[src/rtl/mc_sequencer.sv]
// Microcode phase sequencer: steps each instruction through phases 0..len-1,
// with the length looked up per instruction class from a writable table.
module mc_sequencer #(
  parameter int unsigned NUM_CLASS   = 8,
  parameter int unsigned MAX_PHASE   = 8,
  parameter int unsigned DEFAULT_LEN = 4,
  localparam int unsigned CW = $clog2(NUM_CLASS),
  localparam int unsigned PW = $clog2(MAX_PHASE + 1)
) (
  input  logic                 clk,
  input  logic                 rst,
  input  logic [CW-1:0]        class_id,
  input  logic                 skip_req,
  input  logic                 unit_busy,
  input  logic                 exc_req,
  input  logic                 cfg_we,
  input  logic [CW-1:0]        cfg_class,
  input  logic [PW-1:0]        cfg_len,
  output logic [PW-1:0]        phase,
  output logic [MAX_PHASE-1:0] phase_oh,
  output logic                 fetch_en,
  output logic                 last_phase,
  output logic                 stall,
  output logic                 instr_done,
  output logic                 exc_taken,
  output logic [31:0]          instr_count
);

  typedef enum logic {HOLD, RUN} state_t;

  state_t        state, state_d;
  logic [PW-1:0] phase_d;
  logic [PW-1:0] cur_len;
  logic [PW-1:0] eff_len;
  logic [PW-1:0] last_idx;
  logic [PW-1:0] len_tbl [NUM_CLASS];
  logic [PW-1:0] cfg_len_clamped;

  always_comb begin
    if (cfg_len < PW'(2))
      cfg_len_clamped = PW'(2);
    else if (cfg_len > PW'(MAX_PHASE))
      cfg_len_clamped = PW'(MAX_PHASE);
    else
      cfg_len_clamped = cfg_len;
  end

  // Phase 1 decides its exit from the table directly; later phases use the latched copy.
  always_comb begin
    eff_len  = (state == RUN && phase == PW'(1)) ? len_tbl[class_id] : cur_len;
    last_idx = eff_len - PW'(1);
  end

  always_comb begin
    state_d    = state;
    phase_d    = phase;
    last_phase = 1'b0;
    stall      = 1'b0;
    instr_done = 1'b0;
    exc_taken  = 1'b0;
    case (state)
      HOLD: begin
        state_d = RUN;
        phase_d = '0;
      end
      RUN: begin
        last_phase = (phase == last_idx);
        if (phase == '0) begin
          phase_d = PW'(1);
        end else if (exc_req) begin
          phase_d   = '0;
          exc_taken = 1'b1;
        end else if (phase == last_idx) begin
          if (unit_busy) begin
            stall = 1'b1;
          end else begin
            phase_d    = '0;
            instr_done = 1'b1;
          end
        end else if (skip_req && (phase + PW'(1) < last_idx)) begin
          phase_d = last_idx;
        end else begin
          phase_d = phase + PW'(1);
        end
      end
      default: state_d = HOLD;
    endcase
    // A reset edge discards the current cycle, so no strobe may complete in it.
    if (rst) begin
      last_phase = 1'b0;
      stall      = 1'b0;
      instr_done = 1'b0;
      exc_taken  = 1'b0;
    end
  end

  always_ff @(posedge clk) begin
    if (rst) begin
      state       <= HOLD;
      phase       <= '0;
      cur_len     <= PW'(DEFAULT_LEN);
      instr_count <= '0;
      for (int unsigned i = 0; i < NUM_CLASS; i++)
        len_tbl[i] <= PW'(DEFAULT_LEN);
    end else begin
      state <= state_d;
      phase <= phase_d;
      if (state == RUN && phase == PW'(1))
        cur_len <= eff_len;
      if (instr_done)
        instr_count <= instr_count + 32'd1;
      if (cfg_we)
        len_tbl[cfg_class] <= cfg_len_clamped;
    end
  end

  always_comb begin
    fetch_en = (state == RUN) && (phase == '0);
    for (int unsigned k = 0; k < MAX_PHASE; k++)
      phase_oh[k] = (state == RUN) && (phase == PW'(k));
  end

endmodule

[config.mk]
export PLATFORM = sky130hd
export DESIGN_NAME = mc_sequencer
export DESIGN_NICKNAME = d
export VERILOG_FILES = /design/src/rtl/mc_sequencer.sv
export SDC_FILE = /design/constraint.sdc
export NUM_CORES = 1
export LEC_CHECK = 0
export ABC_CLOCK_PERIOD_IN_PS = 5680
export CORE_UTILIZATION = 50
export DETAILED_ROUTE_END_ITERATION = 6
export PLACE_DENSITY = 0.78
export SETUP_SLACK_MARGIN = 0.1
export SLEW_MARGIN = 30
export SYNTH_ARGS = -nofsm -noshare
export SYNTH_HDL_FRONTEND = slang
export SYNTH_SLANG_ARGS = --single-unit
[constraint.sdc]
create_clock -name clk -period 5.68 [get_ports clk]
set_input_delay 0.852 -clock clk [delete_from_list [all_inputs] [get_ports clk]]
set_output_delay 0.852 -clock clk [all_outputs]
set_load 0.1 [all_outputs]
# After elaboration in Yosys (flattened, before gate mapping)

Memory sizes are Yosys's and may differ from the RTL's.
Index checks and enable logic that the tools add are counted.

Multiplexer cells: 36
Bitwise logic cells: 1
Eq/ne operators: 9
Reductions and logical operators: 11
Add/subtract/negate cells: 3
Shift-type cells: 0
Magnitude comparators: 3
Div/mod/pow operators: 0
$mul: 0

Operators by type and width:

| cell                  | number |
|---|---|
| $mux 4                | 9 |
| $add 32x1->32 const B | 1 |
| $mux 1                | 25 |
| $eq 4x3->1 const B    | 4 |
| $logic_and 1x1->1     | 9 |
| $eq 4x2->1 const B    | 2 |
| $pmux 4 s2            | 1 |
| $ne 5x4->1 const B    | 1 |
| $add 4x1->4 const B   | 1 |
| $eq 4x1->1 const B    | 1 |
| $eq 4x4->1            | 1 |
| $gt 4x4->1 const B    | 1 |
| $logic_not 4->1       | 1 |
| $lt 4x2->1 const B    | 1 |
| $lt 4x4->1            | 1 |
| $reduce_or 4->1       | 1 |
| $sub 4x1->4 const B   | 1 |
| $mux 3                | 1 |
| $not 1->1             | 1 |

Bits in writable memories: 32
Output and inout port bits: 49
Input port bits: 16
Word-level logic and storage cells: 68
Latch bits: 0
Memories: 1
Memory bits (read-only): 0
Bits in registers: 41

Memories:

| name    | words | width | read ports | clocked after memory_dff | wr ports | RTL line | RTL |
|---|---|---|---|---|---|---|---|
| len_tbl | 8     | 4     | 1          | 0                        | 8        | 36       | `logic [PW-1:0] len_tbl [NUM_CLASS];` |

# Longest topological paths before layout

Word-level depth: 11
Mapped depth: 18
Mapped depth without buffers: 16

# Worst setup path before layout

OpenSTA, ideal clock, no wires.

Path type: flip-flop to output port
Start: reg phase[1]
End: out stall
Data required time: 4828 ps
Slack: -158 ps
Data arrival time: 4986 ps
Cell stages (with the launch flop): 15
Buffers on the path: 1
Cell sequence: dfxtp_1 inv_1 ha_1 nand4bb_1 buf_2 nand2_1 o21ai_2 clkinv_2 ha_1 xnor2_1 or4_1 nor3_1 nor3_1 a21o_1 nor2_1

Word-level cells in the longest chain between the ends: 10
Elaborated cells on any way between the ends: 11
Classes of those cells: add/sub: 1; eq/ne: 2; mux: 6; reduce/logical: 2

RTL lines:

| item                   | RTL line | RTL |
|---|---|---|
| from (decl)            | 19       | `output logic [PW-1:0] phase,` |
| from (signal assigned) | 107      | `phase <= phase_d;` |
| $eq 4x1->1             | 50       | `eff_len = (state == RUN && phase == PW'(1)) ? len_tbl[class_id] : cur_len;` |
| $logic_and 1x1->1      | 50       |  |
| $mux 4                 | 50       |  |
| $sub 4x1->4            | 51       | `last_idx = eff_len - PW'(1);` |
| $eq 4x4->1             | 73       | `end else if (phase == last_idx) begin` |
| $mux 1                 | 73       |  |
| $mux 1                 | 70       | `end else if (exc_req) begin` |
| $mux 1 (*)             | 68       | `if (phase == '0) begin` |
| $mux 1 (*)             | 61       | `case (state)` |
| $mux 1 (*)             | 89       | `if (rst) begin` |
| to (decl)              | 23       | `output logic stall,` |

Mark *: on every way between the ends. The rest lies on a longest branch, timed or not.

# Worst setup path after layout

Start: in class_id[0]
End: out stall

Word-level cells in the longest chain between the ends: 9

RTL lines:

| item        | RTL line | RTL |
|---|---|---|
| from (decl) | 12       | `input logic [CW-1:0] class_id,` |
| $mem_v2 8x4 | --       |  |
| $mux 4      | 50       |  |
| $sub 4x1->4 | 51       |  |
| $eq 4x4->1  | 73       |  |
| $mux 1      | 73       |  |
| $mux 1      | 70       |  |
| $mux 1      | 68       |  |
| $mux 1      | 61       |  |
| $mux 1      | 89       |  |

No other way between the ends.

==> metrics <==
startpoint types=input port; drt pass-1 iters=5; Hold Crit Class=reg2reg; wire per inst=16.83 um; post-synth top area cell=edfxtp_1; DIE AREA=8438 um^2; Die Span X=91.86 um; gr usage total=0.2438; critical-path cell list=dlymetal6s2s_1 > mux2i_1 > mux4_2 > o21ai_4 > inv_4 > ha_1 > xnor2_1 > or4_1 > nor3_1 > nor3_2 > a21o_1 > nor2_2 > buf_12; cell row count=32; routed wire length=9949 um; status=completed; Final ANT Viol Nets=0; # nets final=510; H-tree Lvls=3; first-pass GRT wire length=15950 um; YS warnings=0; sequential share of power=0.479; sequential area share after synthesis=0.4413; reg2reg start=phase[1]$_SDFFE_PP0P_; top sig layer=met4; P_leak=0.001710 uW; CTS tree=built; reg2reg end=instr_count[17]$_SDFFE_PP0P_; most frequent cells in the layout=clkdlybuf4s50_1 (59), nor2_1 (41), dfxtp_1 (41); share of layout cells above drive strength 1=0.1022; cells after synthesis=423; Clk pwr share=0.357; critical path required time=4830 ps; Post-synth EDFFs=32; DRT iter0 DRCs=181; Top FF cell, synth=dfxtp_1; final non-filler cell area=5005 um^2; min cycle time layout=5091 ps; final slew viol count=0; slew margin rel.=0.3422; Fin. Hold Viols=0; vias in the first global route=3346; P_sw=336.2 uW; Tcrit/Tclk final=0.8962; n_diodes=0; Post-Layout Cell Count=591; starting density of the core=0.5198; placed inst area=4786 um^2; R2R depth=16; asr flop ratio synth=0; RSZ-0062 raised after global routing=no; via count=3581; Crit-path slowest cell=mux4_2; max incr delay on CP=520 ps; syn avg cell area=9.545 um^2; Setup TNS Final=0 ps; Metal-1 WL=3916 um; Clock Latency Late Sink=350 ps; Avg Vias per Cell=6.059; routability cong.=0.8927; wire length on met3=432 um; largest net degree at the start of global routing=33; Final HPWL DP=7412 um; io pins=65; top cells by area, synth=edfxtp_1 (24%), dfxtp_1 (20%), nor2_1 (3.9%); MaxCap Viol Count=0; r2r setup slk=1510 ps; Placed Cells=575; Cell Pwr Density=240.2 nW/um^2; Overflow after GRT=0; Reg clk slew, reported paths=70 ps; Max VDD drop=188.6 uV; Synth top area share=0.2380; total design power=1202 uW; most common cell after layout, fill and taps aside=clkdlybuf4s50_1; fillcell total=647; WL met2=5291 um; CTS buffer count=9; Die Ht=91.86 um; Worst Setup SP=class_id[0]; WS Path Type=in2out; Mapped Nets=449; combinational power share=0.164; measured slew at the worst slew-check pin=983.6 ps; CTS sink cnt=73; antenna violations before repair=0; FMAX=0.1964 GHz; Area Growth Syn to Fin=23.95%; Seq cells post-synth=73; final setup fails=0; core box area=7767 um^2; CP endpoint kind=primary output; Final Skew=10.96 ps; maximum clock insertion buffer count=2; CP endpoint=stall; CTS root buffer=clkbuf_8; Cell Area, Synth=4038 um^2; drt drc=0; IO Port Bufs=64; CP max FO=13; Pint=866.0 uW; Netlist cell types=65; Critical Path AT=4240 ps; switching share of power=0.2797
==> worst max-delay path: cells and delay by family <==
kind	cells	cell delay, ps
compound gates	2	440
xor+xnor	1	170
fa+ha+maj	1	350
buf+inv	3	720
mux	2	710
simple gates	4	990
==> power groups by stage <==
stage / clock [uW] / sequential, uW / combinational [uW]
finish: 429 / 575 / 197
global route: 449 / 578 / 212
floorplan: 0 / 592 / 138
CTS: 434 / 576 / 196
detailed placement: 0 / 588 / 195
global placement: 0 / 587 / 191
==> cell type report <==
cell class,count,area [um^2],share of cell area
tap,102,127.6,0.02550
clock inverter,4,50.05,0.01000
multi-input combinational,312,2098,0.4192
timing repair buffer,71,723.2,0.1445
sequential,73,1782,0.3560
inverter,17,67.56,0.01350
clock buffer,12,156.4,0.03125
==> flip-flops by register name (all words and copies together) (netlist names) <==
signal,flops
cur_len,4
instr_count,32
len_tbl,32
phase,4
state,1
==> synth_stat cells, types with 11 or more instances <==
cell / number
nor2_1: 42
dfxtp_1: 41
nand2_1: 37
edfxtp_1: 32
a21oi_1: 29
nand3_1: 25
inv_1: 14
clkbuf_1: 12
o21ai_0: 11
or3_1: 11
==> stage by stage <==
stage | hold slack [ps] | util | setup WS, ps
final | 493.1 | 0.6443 | 589.5
after global routing | 512.7 | 0.6443 | 322.6
after CTS | 493.4 | 0.6427 | 176.8
after detailed placement | 480.4 | 0.6161 | 173.8
after global placement | 469.9 | 0.6161 | 390.6
after floorplan | 505.6 | - | 240.4
==> layer usage <==
layer / vias up / track usage
met3: 31 / 0.04892
met1: 1713 / 0.2722
met5: - / 0
met4: 0 / 0.1172
met2: 129 / 0.4409
li1: 1708 / -
==> cell families after synthesis <==
group,share of synthesized area
xor gates and xnor gates,0.02386
and+or+nand+nor,0.2467
AOI/OAI and AO/OA,0.1549
DFF,0.4413
muxes,0.06012
buffers and inverters,0.04214
adders and majority gates,0.03099
==> worst min-delay path by stage <==
stage / depth (start not counted) / end / startpoint
finish: 2 / instr_count[31]$_SDFFE_PP0P_ / instr_count[31]$_SDFFE_PP0P_
detailed placement: 2 / instr_count[31]$_SDFFE_PP0P_ / instr_count[31]$_SDFFE_PP0P_
global route: 2 / instr_count[31]$_SDFFE_PP0P_ / instr_count[31]$_SDFFE_PP0P_
CTS: 2 / instr_count[31]$_SDFFE_PP0P_ / instr_count[31]$_SDFFE_PP0P_
global placement: 2 / instr_count[31]$_SDFFE_PP0P_ / instr_count[31]$_SDFFE_PP0P_
floorplan: 2 / cur_len[3]$_SDFFE_PP0N_ / cur_len[3]$_SDFFE_PP0N_
==> repair_timing <==
action,CTS,global route
setup buffers,0,0
gates resized for setup,0,2
endpoints found under the hold margin,0,0
hold buffers,0,0
endpoints found under the setup margin,0,3
Note: power is estimated with default switching activity, not from simulation.
